**config.mk**
```make
export PLATFORM = sky130hd
export DESIGN_NAME = copro_issue_ctrl_flat
export DESIGN_NICKNAME = d
export VERILOG_FILES = /design/src/rtl/copro_issue_ctrl_if.sv /design/src/rtl/copro_issue_ctrl.sv /design/src/flat_wrapper.sv
export SDC_FILE = /design/constraint.sdc
export NUM_CORES = 1
export LEC_CHECK = 0
export BUFFER_PORTS_ARGS = -buffer_cell sky130_fd_sc_hd__buf_2
export CORE_MARGIN = 3
export CORE_UTILIZATION = 40
export CTS_CLUSTER_SIZE = 16
export DETAILED_ROUTE_END_ITERATION = 12
export PLACE_DENSITY_LB_ADDON = 0.08
export SLEW_MARGIN = 20
export SYNTH_ARGS = -nofsm -noshare
export SYNTH_HDL_FRONTEND = slang
export SYNTH_SLANG_ARGS = --single-unit
export TNS_END_PERCENT = 50
```
**constraint.sdc**
```tcl
create_clock -name clk -period 2.3 [get_ports clk]
set_clock_uncertainty 0.05 [all_clocks]
set_input_delay 0.46 -clock clk [delete_from_list [all_inputs] [get_ports clk]]
set_output_delay 0.46 -clock clk [all_outputs]
set_load 0.1 [all_outputs]
```
**src/rtl/copro_issue_ctrl_if.sv**
```systemverilog
// Handshake bundle between the LM32 user-instruction port, the issue
// controller and the downstream float arithmetic unit.
// slave: controller view. master: LM32 side plus arithmetic-unit stub.
interface copro_issue_ctrl_if #(
    parameter int NE = 8,
    parameter int NM = 23
);
    logic              start;
    logic [2:0]        opcode;
    logic [31:0]       dataa;
    logic [31:0]       datab;
    logic              busy;
    logic              done;
    logic [31:0]       result;
    logic              err;
    logic              op_valid;
    logic [1:0]        op_code;
    logic [NE+NM:0]    op_a;
    logic [NE+NM:0]    op_b;
    logic              res_valid;
    logic [NE+NM:0]    res_in;

    modport slave (
        input  start, opcode, dataa, datab, res_valid, res_in,
        output busy, done, result, err, op_valid, op_code, op_a, op_b
    );

    modport master (
        output start, opcode, dataa, datab, res_valid, res_in,
        input  busy, done, result, err, op_valid, op_code, op_a, op_b
    );
endinterface

```
**src/rtl/copro_issue_ctrl.sv**
```systemverilog
// Sequential front-end: converts one IEEE single-precision instruction into
// the internal {s,exp,mant} float format, issues it to the arithmetic unit,
// waits (bounded) for the result and converts it back to IEEE.
module copro_issue_ctrl #(
    parameter int NM      = 23,
    parameter int NE      = 8,
    parameter int TIMEOUT = 16
) (
    input  logic               clk,
    input  logic               reset_n,
    copro_issue_ctrl_if.slave  bus
);
    localparam int W    = NE + NM + 1;
    localparam int BIAS = (1 << (NE - 1)) - 1;
    // Exponent arithmetic is done wide enough for both the IEEE range and
    // the internal range, so e_ieee=254 cannot wrap for small NE.
    localparam int EW   = ((NE > 8) ? NE : 8) + 2;
    localparam int CW   = $clog2(TIMEOUT + 1);

    localparam logic signed [EW-1:0] EOFF  = EW'(BIAS - 127);
    localparam logic signed [EW-1:0] EMAXI = EW'((1 << NE) - 1);
    localparam logic signed [EW-1:0] EMAXF = EW'(255);

    typedef enum logic [2:0] {
        S_IDLE, S_CONV, S_ISSUE, S_WAIT, S_PACK, S_DONE
    } state_t;

    state_t         state, state_next;
    logic [1:0]     opc_q;
    logic [31:0]    a_q, b_q;
    logic [W-1:0]   res_q;
    logic [CW-1:0]  cnt;
    logic [CW-1:0]  cnt_inc;
    logic           timeout_hit;
    logic [31:0]    result_q;
    logic           err_q;
    logic [1:0]     op_code_q;
    logic [W-1:0]   op_a_q, op_b_q;

    function automatic logic [W-1:0] to_int(input logic [31:0] f);
        logic signed [EW-1:0] e;
        logic [W-1:0]         r;
        e = $signed({{(EW-8){1'b0}}, f[30:23]}) + EOFF;
        r = '0;
        r[W-1] = f[31];
        if (f[30:23] == 8'hFF || e >= EMAXI) begin
            r[NE+NM-1:NM] = '1;
        end else if (f[30:23] != 8'h00 && e > 0) begin
            r[NE+NM-1:NM] = e[NE-1:0];
            r[NM-1:0]     = f[22 -: NM];
        end
        return r;
    endfunction

    function automatic logic [31:0] to_ieee(input logic [W-1:0] r);
        logic signed [EW-1:0] e;
        logic [NE-1:0]        ex;
        logic [22:0]          m;
        logic [31:0]          f;
        ex = r[NE+NM-1:NM];
        e  = $signed({{(EW-NE){1'b0}}, ex}) - EOFF;
        m  = '0;
        m[22 -: NM] = r[NM-1:0];
        f  = {r[W-1], 31'b0};
        if (ex == '1 || e >= EMAXF) begin
            f = {r[W-1], 8'hFF, 23'b0};
        end else if (ex != '0 && e > 0) begin
            f = {r[W-1], e[7:0], m};
        end
        return f;
    endfunction

    assign cnt_inc     = cnt + 1'b1;
    assign timeout_hit = (cnt_inc == CW'(TIMEOUT));

    // State register
    always_ff @(posedge clk) begin
        if (!reset_n) state <= S_IDLE;
        else          state <= state_next;
    end

    // Next-state decode and Moore strobes
    always_comb begin
        state_next   = state;
        bus.busy     = (state != S_IDLE);
        bus.done     = (state == S_DONE);
        bus.op_valid = (state == S_ISSUE);
        case (state)
            S_IDLE:  if (bus.start) state_next = bus.opcode[2] ? S_DONE : S_CONV;
            S_CONV:  state_next = S_ISSUE;
            S_ISSUE: state_next = S_WAIT;
            S_WAIT: begin
                if (bus.res_valid)     state_next = S_PACK;
                else if (timeout_hit)  state_next = S_DONE;
            end
            S_PACK:  state_next = S_DONE;
            S_DONE:  state_next = S_IDLE;
            default: state_next = S_IDLE;
        endcase
    end

    // Operand latching, conversion, timeout counting and result capture
    always_ff @(posedge clk) begin
        if (!reset_n) begin
            opc_q     <= '0;
            a_q       <= '0;
            b_q       <= '0;
            res_q     <= '0;
            cnt       <= '0;
            result_q  <= '0;
            err_q     <= 1'b0;
            op_code_q <= '0;
            op_a_q    <= '0;
            op_b_q    <= '0;
        end else begin
            case (state)
                S_IDLE: begin
                    if (bus.start) begin
                        if (bus.opcode[2]) begin
                            result_q <= '0;
                            err_q    <= 1'b1;
                        end else begin
                            a_q   <= bus.dataa;
                            b_q   <= bus.datab;
                            opc_q <= bus.opcode[1:0];
                        end
                    end
                end
                S_CONV: begin
                    op_a_q    <= to_int(a_q);
                    op_b_q    <= to_int(b_q);
                    op_code_q <= opc_q;
                end
                S_ISSUE: cnt <= '0;
                S_WAIT: begin
                    if (bus.res_valid) begin
                        res_q <= bus.res_in;
                    end else begin
                        cnt <= cnt_inc;
                        if (timeout_hit) begin
                            result_q <= 32'h7FC0_0000;
                            err_q    <= 1'b1;
                        end
                    end
                end
                S_PACK: begin
                    result_q <= to_ieee(res_q);
                    err_q    <= 1'b0;
                end
                default: ;
            endcase
        end
    end

    assign bus.result  = result_q;
    assign bus.err     = err_q;
    assign bus.op_code = op_code_q;
    assign bus.op_a    = op_a_q;
    assign bus.op_b    = op_b_q;
endmodule

```
**src/flat_wrapper.sv**
```systemverilog
// flat-port wrapper written by rule: the top's interface ports become plain ports
module copro_issue_ctrl_flat 
#(
    parameter int NM      = 23,
    parameter int NE      = 8,
    parameter int TIMEOUT = 16
)
  (clk, reset_n, bus_start, bus_opcode, bus_dataa, bus_datab, bus_res_valid, bus_res_in, bus_busy, bus_done, bus_result, bus_err, bus_op_valid, bus_op_code, bus_op_a, bus_op_b);
  copro_issue_ctrl_if #(.NE(NE), .NM(NM)) bus_i ();
  input  logic clk;
  input  logic reset_n;
  input wire logic [$bits(bus_i.start)-1:0] bus_start;
  input wire logic [$bits(bus_i.opcode)-1:0] bus_opcode;
  input wire logic [$bits(bus_i.dataa)-1:0] bus_dataa;
  input wire logic [$bits(bus_i.datab)-1:0] bus_datab;
  input wire logic [$bits(bus_i.res_valid)-1:0] bus_res_valid;
  input wire logic [$bits(bus_i.res_in)-1:0] bus_res_in;
  output wire logic [$bits(bus_i.busy)-1:0] bus_busy;
  output wire logic [$bits(bus_i.done)-1:0] bus_done;
  output wire logic [$bits(bus_i.result)-1:0] bus_result;
  output wire logic [$bits(bus_i.err)-1:0] bus_err;
  output wire logic [$bits(bus_i.op_valid)-1:0] bus_op_valid;
  output wire logic [$bits(bus_i.op_code)-1:0] bus_op_code;
  output wire logic [$bits(bus_i.op_a)-1:0] bus_op_a;
  output wire logic [$bits(bus_i.op_b)-1:0] bus_op_b;
  assign bus_i.start = bus_start;
  assign bus_i.opcode = bus_opcode;
  assign bus_i.dataa = bus_dataa;
  assign bus_i.datab = bus_datab;
  assign bus_i.res_valid = bus_res_valid;
  assign bus_i.res_in = bus_res_in;
  assign bus_busy = bus_i.busy;
  assign bus_done = bus_i.done;
  assign bus_result = bus_i.result;
  assign bus_err = bus_i.err;
  assign bus_op_valid = bus_i.op_valid;
  assign bus_op_code = bus_i.op_code;
  assign bus_op_a = bus_i.op_a;
  assign bus_op_b = bus_i.op_b;
  copro_issue_ctrl #(.NM(NM), .NE(NE), .TIMEOUT(TIMEOUT)) u_core (.clk(clk), .reset_n(reset_n), .bus(bus_i));
endmodule
```
-- Yosys cells after proc, flatten, opt, wreduce, memory -nomap -nowiden
Cells that the tools add are included.
- mux-type cells: 25
- bitwise gates (word level): 1
- equality and inequality tests: 14
- reductions and logical operators: 18
- $lt $le $gt $ge: 6
- $add $sub $neg: 1
- operators by type and width (kind ; count):
    $mux W32 ; 4
    $mux W31 ; 4
    $pmux W32 S3 ; 1
    $mux W23 ; 2
    $eq A8 B8 Y1 const B ; 3
    $ge A8 B8 Y1 const B ; 3
    $gt A8 B1 Y1 const B ; 3
    $reduce_bool A8 Y1 ; 3
    $mux W8 ; 2
    $pmux W3 S5 ; 1
    $mux W3 ; 4
    $pmux W5 S2 ; 1
    $eq A3 B2 Y1 const B ; 2
    $eq A3 B3 Y1 const B ; 2
    $ne A2 B2 Y1 const B ; 3
    $reduce_and A2 Y1 ; 3
    $reduce_bool A3 Y1 ; 2
    $add A5 B1 Y5 const B ; 1
    $eq A5 B5 Y1 const B ; 1
    $mux W5 ; 1
    $reduce_and A5 Y1 ; 1
    $mux W1 ; 4
    $eq A3 B1 Y1 const B ; 1
    $logic_and A1 B1 Y1 ; 3
    other kinds (8) ; 10
- input bits: 103
- bits in registers: 205
- word-level logic and storage cells: 76
- output and inout bits: 102

-- Longest topological paths before layout
Gate-level depths: netlist (run 1).
- depth in word-level cells: 5
- gate-level depth with buffers: 7
- mapped depth without buffers: 5

-- Worst setup path before layout (run 1)
OpenSTA, ideal clock, no wires.
- kind: flip-flop to flip-flop
- from: register u_core.state[2]
- to: register u_core.cnt[1]
- required time: 2174 ps
- cell stages (with the launch flop): 6
- path slack: -1338 ps
- period minus slack after synthesis: 3638 ps
- data arrival time: 3513 ps
- library setup time: 76 ps
- buffers on the path: 1
- cell sequence: dfxtp_1 -> clkbuf_1 -> nor3b_1 -> nor2b_1 -> nand3b_1 -> a21boi_0
- word-level cells in the longest chain between the ends: 3
- elaborated cells between the ends (all ways): 6
- those cells by class: 3 x eq/ne; 1 x mux; 2 x reduce/logical
- RTL lines (element ; line ; RTL):
    start, declared ; copro_issue_ctrl.sv:28 ; state_t state, state_next;
    start signal, assigned ; copro_issue_ctrl.sv:79 ; else state <= state_next;
    $eq A3 B2 Y1 (*) ; n/a ;
    net bus_op_valid ; flat_wrapper.sv:22 ; output wire logic [$bits(bus_i.op_valid)-1:0] bus_op_valid;
    $reduce_bool A2 Y1 (no source line) ; n/a ;
    $reduce_and A2 Y1 (no source line) ; n/a ;
    end signal, assigned ; copro_issue_ctrl.sv:139 ; cnt <= cnt_inc;
    end, declared ; copro_issue_ctrl.sv:32 ; logic [CW-1:0] cnt;
Mark *: on every way through the listed nets, which the timed path passes. The rest lies on a longest branch.
A chain may end at the register's enable or synchronous reset.

-- Final worst setup path (run 1)
- from: register u_core.state[0]
- to: output bus_busy
- word-level cells in the longest chain between the ends: 1
- RTL lines (element ; line ; RTL):
    $reduce_bool A3 Y1 ; copro_issue_ctrl.sv:85 ; bus.busy = (state != S_IDLE);
    end, declared ; flat_wrapper.sv:18 ; output wire logic [$bits(bus_i.busy)-1:0] bus_busy;
Every way passes these cells.

==> results of run 1 <==
## critical path, delay by kind of cell, from the launching register on
family        cells  cell delay, ns
simple gates      1            0.22
flops             1            0.53
buf+inv           1            0.43
## cell usage after synthesis (all sizes together) (2+ instances only)
| cell | instances |
|---|---|
| nand3b | 3 |
| nor3b | 5 |
| dfxtp | 205 |
| nand4 | 6 |
| o211a | 9 |
| or4 | 2 |
| a21boi | 122 |
| nand2 | 243 |
| o211ai | 2 |
| inv | 3 |
| a22o | 22 |
| and2 | 4 |
| and3 | 2 |
| o21ai | 6 |
| a32oi | 46 |
| nand3 | 4 |
| buf | 29 |
| o31ai | 2 |
| clkbuf | 40 |
| nor2 | 3 |
| a21oi | 5 |
| nor4 | 4 |
| nor2b | 49 |
| o21a | 3 |
| a21o | 8 |
| or3 | 3 |
| or2 | 2 |
## final timing paths
check / cells after the start / slack, ns / end
worst max register to register: 5 / 0.36 / u_core.b_q[8]
worst min-delay path: 3 / 0.15 / u_core.opc_q[0]
worst max-delay path: 2 / 0.10 / bus_busy
worst min register to register: 2 / 0.40 / u_core.a_q[14]
## cells by family after synthesis
kind of cell / count (synthesis) / share of synthesized area
flops: 205 / 0.528
fa+ha+maj: 1 / 0.00161
simple gates: 335 / 0.195
buf+inv: 72 / 0.0452
compound gates: 228 / 0.231
## per-layer routing
layer	GRT usage	routed length, µm	vias up
met2	0.306	9340	158
met1	0.247	9190	2981
met3	0.0551	1440	30
met4	0.0380	346	4
li1	-	-	3261
met5	0	21	-
## where the power goes
part / internal [W] / switching (W)
clock network: 0.00213 / 0.00139
registers: 0.00366 / 0.0000750
logic: 0.000319 / 0.000766
## metrics by stage
step	util	instances	setup WS [ns]	cell area [µm²]	power (W)
final	0.517	1298	0.102	9770	0.00835
after detailed placement	0.478	1259	0.392	9040	0.00491
after global routing	0.517	1298	0.0115	9770	0.00872
after global placement	0.478	1259	0.417	9040	0.00491
after floorplan	-	841	0.232	7780	0.00458
after CTS	0.517	1298	0.00597	9770	0.00847
## area by class of cell
class	count	area (µm²)
inverter	3	11.3
clock inverter	4	47.5
fill	1882	9120
multi-input combinational	564	3340
sequential	205	4100
timing repair buffer	227	1260
clock buffer	35	681
tap	260	325
## state kept, by name, indices dropped and copies added (netlist names)
register and cells:
u_core.state 3, u_core.bus.op_code 2, u_core.res_q 32, u_core.bus.op_b 32, u_core.bus.op_a 32, u_core.bus.result 32
u_core.b_q 32, u_core.a_q 32, u_core.opc_q 2, u_core.bus.err 1, u_core.cnt 5
## timing repair
| item | in CTS | in global routing |
|---|---|---|
| endpoints found under the hold margin | 0 | 0 |
| setup buffers | 0 | 0 |
| endpoints found under the setup margin | 0 | 1 |
| resized for setup | 0 | 1 |
==> flow_summary.yaml, run 1 <==
clock_network:
  cts_hold_buf: 0
  cts_buffers: 22
  cts_buffer_depth: 3
  htree_levels: 1
  cts-root-buf: "clkbuf_16"
  clk_latency_ns: 0.50
  cts.clk_slew.worst_paths_ns: 0.06
  clock_sinks: 205
  cts_tree: "built"
finish:
  diodes: 0
  drive_gt1_frac: 0.257
  syn2layout_area_growth_pct: 25.7
  nets: 1127
  final_cell_mix: "nand2_1, dfxtp_1, buf_2"
  final_common_cell: "nand2_1"
floorplan:
  die_y_um: 145
  boundaryPins: 205
  core_area_um2: 18900
  die-area_um2: 21100
  die_w_um: 145
  initial_core_util: 0.411
  rows: 50
route:
  avgViaCountPerCell: 4.96
  num_vias: 6434
  drt_pass1_iterations: 4
  postRouteAntennaNets: 0
  drc: 0
  wl_per_cell_um: 15.7
  drt-total-wl_um: 20300
  first_iter_violations: 425
synthesis:
  synthTopCellsByArea: "dfxtp_1, nand2_1, a21boi_0, a32oi_1, a21boi_1"
  ys_warn_count: 0
  synth_edf_count: 0
  synth_cell_types: 42
  avgSynthCellArea_um2: 9.24
  synthesis.nets: 945
  yosysTopAreaCell: "dfxtp_1"
  synth_ff_type: "dfxtp_1"
  synthCells: 841
  ys_async_sr_fraction: 0
  syn-cell-area_um2: 7770
  ys_seq_area_frac: 0.528
  ys_seq_elements: 205
  synth_top_cell_area_share: 0.528
power_and_ir_drop:
  ir_drop_mv: 0.529
  powerDensity_nw_per_um2: 855
  p_leak_nw: 4.02
sta:
  rsz0062_at_grt: "false"
  setup_viol_count_final: 0
  fin_crit_sh: 0.956
  whs_ns: 0.146
  period_minus_slack_ns: 2.20
  slew-limit-headroom: 0.650
  hold_viol: 0
  slew_viol_final: 0
  fin_tns_setup_ns: 0
  fmax_mhz: 455
  tightest_slew_ns: 0.528
global_routing:
  grt_max_degree: 134
  first_global_vias: 6388
  overflow: 0
  antenna_found_initial: 2
  grt_first_pass_wirelength_um: 33400
  track_usage: 0.187
setup_path:
  crit_required_ns: 1.79
  critPathArrivalTime_ns: 1.69
  end_kind: "output port"
  cp-start-kind: "register"
  crit_type: "reg2out"
  startpoint: "u_core.state[0]"
  crit_path_top_delay_cell: "dfxtp_1"
  r2r-start: "u_core.state[0]"
  cpPeakStageDelay_ns: 0.53
  path_max_fanout: 11
  worstPathCellList: "or3_4, buf_2"
outcome:
  status: "complete, no violations"
placed_design:
  dp_hpwl_um: 13300
  routabilityCongestion: 0.746
  io_buffers: 204
min_path:
  hold_class: "in2reg"
  hp-start: "bus_opcode[0]"
job:
  cap_violations: 0
Power figures use the tool's default switching activity.
==> run 2, diff against run 1 <==
--- a/config.mk
+++ b/config.mk
@@ -7,7 +7,7 @@
 export LEC_CHECK = 0
 export BUFFER_PORTS_ARGS = -buffer_cell sky130_fd_sc_hd__buf_2
 export CORE_MARGIN = 3
-export CORE_UTILIZATION = 40
+export CORE_UTILIZATION = 51
 export CTS_CLUSTER_SIZE = 16
 export DETAILED_ROUTE_END_ITERATION = 12
 export PLACE_DENSITY_LB_ADDON = 0.08
==> run 2 against run 1 <==
  * First-iteration DRC count fell by 12%
  * Power fell by 2.2%
  * Sequential cell count unchanged
  * Non-clock buffer count is the same
  * Sequential power about the same
  * Global-route usage rose by 3.1 points
  * Worst setup slack gained 0.0055 ns
  * Register-to-register slack about the same
  * Fmax is 0.25% higher
  * Via count down 0.30%
  * Sequential share of layout area grew 0.75 points
  * Die area shrank 21%
  * Critical endpoint is now bus_done
  * Largest power group unchanged
  * Highest routed layer is now met4
==> flow_summary.yaml, run 2 (synthesis results as in run 1) <==
power_and_ir_drop:
  power_frac_clock: 0.412
  ir_drop_mv: 0.552
  comb_power_share: 0.130
  switching_power_w: 0.00215
  p_leak_nw: 3.99
  finalPower_w: 0.00817
  intPower_w: 0.00602
  p_sw_frac: 0.263
  powerDensity_nw_per_um2: 851
  p_seq_frac: 0.457
route:
  met1Wirelength_um: 8110
  avgViaCountPerCell: 5.27
  first_iter_violations: 374
  routed.top_layer: "met4"
  drc: 0
  met3_length_um: 1480
  num_vias: 6415
  wl_per_cell_um: 15.3
  drt-total-wl_um: 18600
  met2_length_um: 8680
  drt_pass1_iterations: 4
  postRouteAntennaNets: 0
setup_path:
  path_max_fanout: 11
  worst_r2r_endpoint: "u_core.b_q[7]"
  r2r_cells: 5
  critPathArrivalTime_ns: 1.68
  crit_path_top_delay_cell: "dfxtp_1"
  cp-start-kind: "register"
  worstPathCellList: "and3_1, buf_2"
  path_delay_family: "flip-flops"
  crit_type: "reg2out"
  end_kind: "output port"
  cpPeakStageDelay_ns: 0.54
  crit_required_ns: 1.79
  path_buf_inv: 1
  r2r_slack_ns: 0.36
  r2r-start: "u_core.state[0]"
finish:
  final_common_cell: "nand2_1"
  fillers: 1285
  final_cell_mix: "nand2_1, dfxtp_1, buf_2"
  finalNonFillerCells: 1218
  utilization: 0.653
  stdcell_area_um2: 9600
  drive_gt1_frac: 0.255
  diodes: 0
  syn2layout_area_growth_pct: 23.5
  regArea_um2: 4100
  nets: 1127
  multi_input_area_um2: 3340
clock_network:
  cts_hold_buf: 0
  clk_latency_ns: 0.49
  cts_buffer_depth: 3
  clock_sinks: 205
  htree_levels: 1
  cts-root-buf: "clkbuf_16"
  cts_tree: "built"
  cts_buffers: 22
  cts.clk_slew.worst_paths_ns: 0.06
sta:
  period_minus_slack_ns: 2.19
  rsz0062_at_grt: "false"
  setup_viol_count_final: 0
  slew-limit-headroom: 0.658
  fmax_mhz: 456
  tightest_slew_ns: 0.516
  slew_viol_final: 0
  hold_viol: 0
  fin_crit_sh: 0.953
  fin_tns_setup_ns: 0
placed_design:
  routabilityCongestion: 0.778
  dp_cells: 1183
  place_area_um2: 8910
  dp_hpwl_um: 12100
  io_buffers: 204
global_routing:
  antenna_found_initial: 0
  first_global_vias: 6040
  track_usage: 0.218
  grt_first_pass_wirelength_um: 30400
  overflow: 0
  grt_max_degree: 135
min_path:
  worstHoldPathCells: 3
  worstHoldEndpoint: "u_core.a_q[28]"
  hold_class: "in2reg"
  hp-start: "bus_dataa[28]"
outcome:
  status: "complete, no violations"
floorplan:
  die-area_um2: 16800
  die_w_um: 129
  boundaryPins: 205
  initial_core_util: 0.529
  rows: 44
  die_y_um: 129
  core_area_um2: 14700
job:
  cap_violations: 0
run 2: cell count changes in the layout (fill, tap and decap cells not counted):
cell        delta
clkinvlp_4     -1
clkbuf_1       -1
buf_12         -3
clkbuf_8       -2
buf_4          +3
run 2: per-layer routing:
layer,GRT usage,vias up
li1,-,3261
met5,0,-
met4,0.0513,0
met1,0.296,2937
met2,0.355,188
met3,0.0532,29
run 2: per-stage QoR:
stage / hold WS (ns) / setup WS (ns)
after global placement: 0.391 / 0.430
after detailed placement: 0.396 / 0.392
after CTS: 0.147 / 0.0102
after global routing: 0.159 / 0.0163
after floorplan: 0.385 / 0.232
final: 0.161 / 0.107
run 2: worst max-delay path by stage:
stage	slack, ns	endpoint	from	cells after the start
floorplan	0.23	u_core.cnt[1]	u_core.state[2]	5
global placement	0.43	u_core.bus.result[7]	u_core.state[0]	5
detailed placement	0.39	u_core.b_q[19]	u_core.state[0]	5
CTS	0.01	bus_op_valid	u_core.state[1]	2
global route	0.02	bus_done	u_core.state[0]	2
finish	0.11	bus_done	u_core.state[0]	2
run 2: final cells by class:
cell class / instances / area share
multi-input combinational: 564 / 0.348
inverter: 3 / 0.00117
tap: 184 / 0.0240
timing repair buffer: 227 / 0.127
clock buffer: 32 / 0.0676
sequential: 205 / 0.428
clock inverter: 3 / 0.00417
run 2: worst min-delay path, delay by kind of cell:
family / cells / cell delay, ns
AND/OR/NAND/NOR: 1 / 0.05
buffers and inverters: 1 / 0.09
AO/OA/AOI/OAI: 1 / 0.05
run 2: what timing repair did:
| item | in CTS | in global routing |
|---|---|---|
| resized for setup | 0 | 1 |
| setup endpoints to repair | 0 | 1 |
| buffers inserted | 0 | 0 |
run 2: power by group through the flow:
stage	combinational (W)	clock, W	sequential [W]
after floorplan	0.000548	0	0.00403
after global placement	0.00106	0	0.00381
after detailed placement	0.00106	0	0.00381
after CTS	0.00107	0.00345	0.00373
after global routing	0.00116	0.00359	0.00375
final	0.00107	0.00337	0.00374
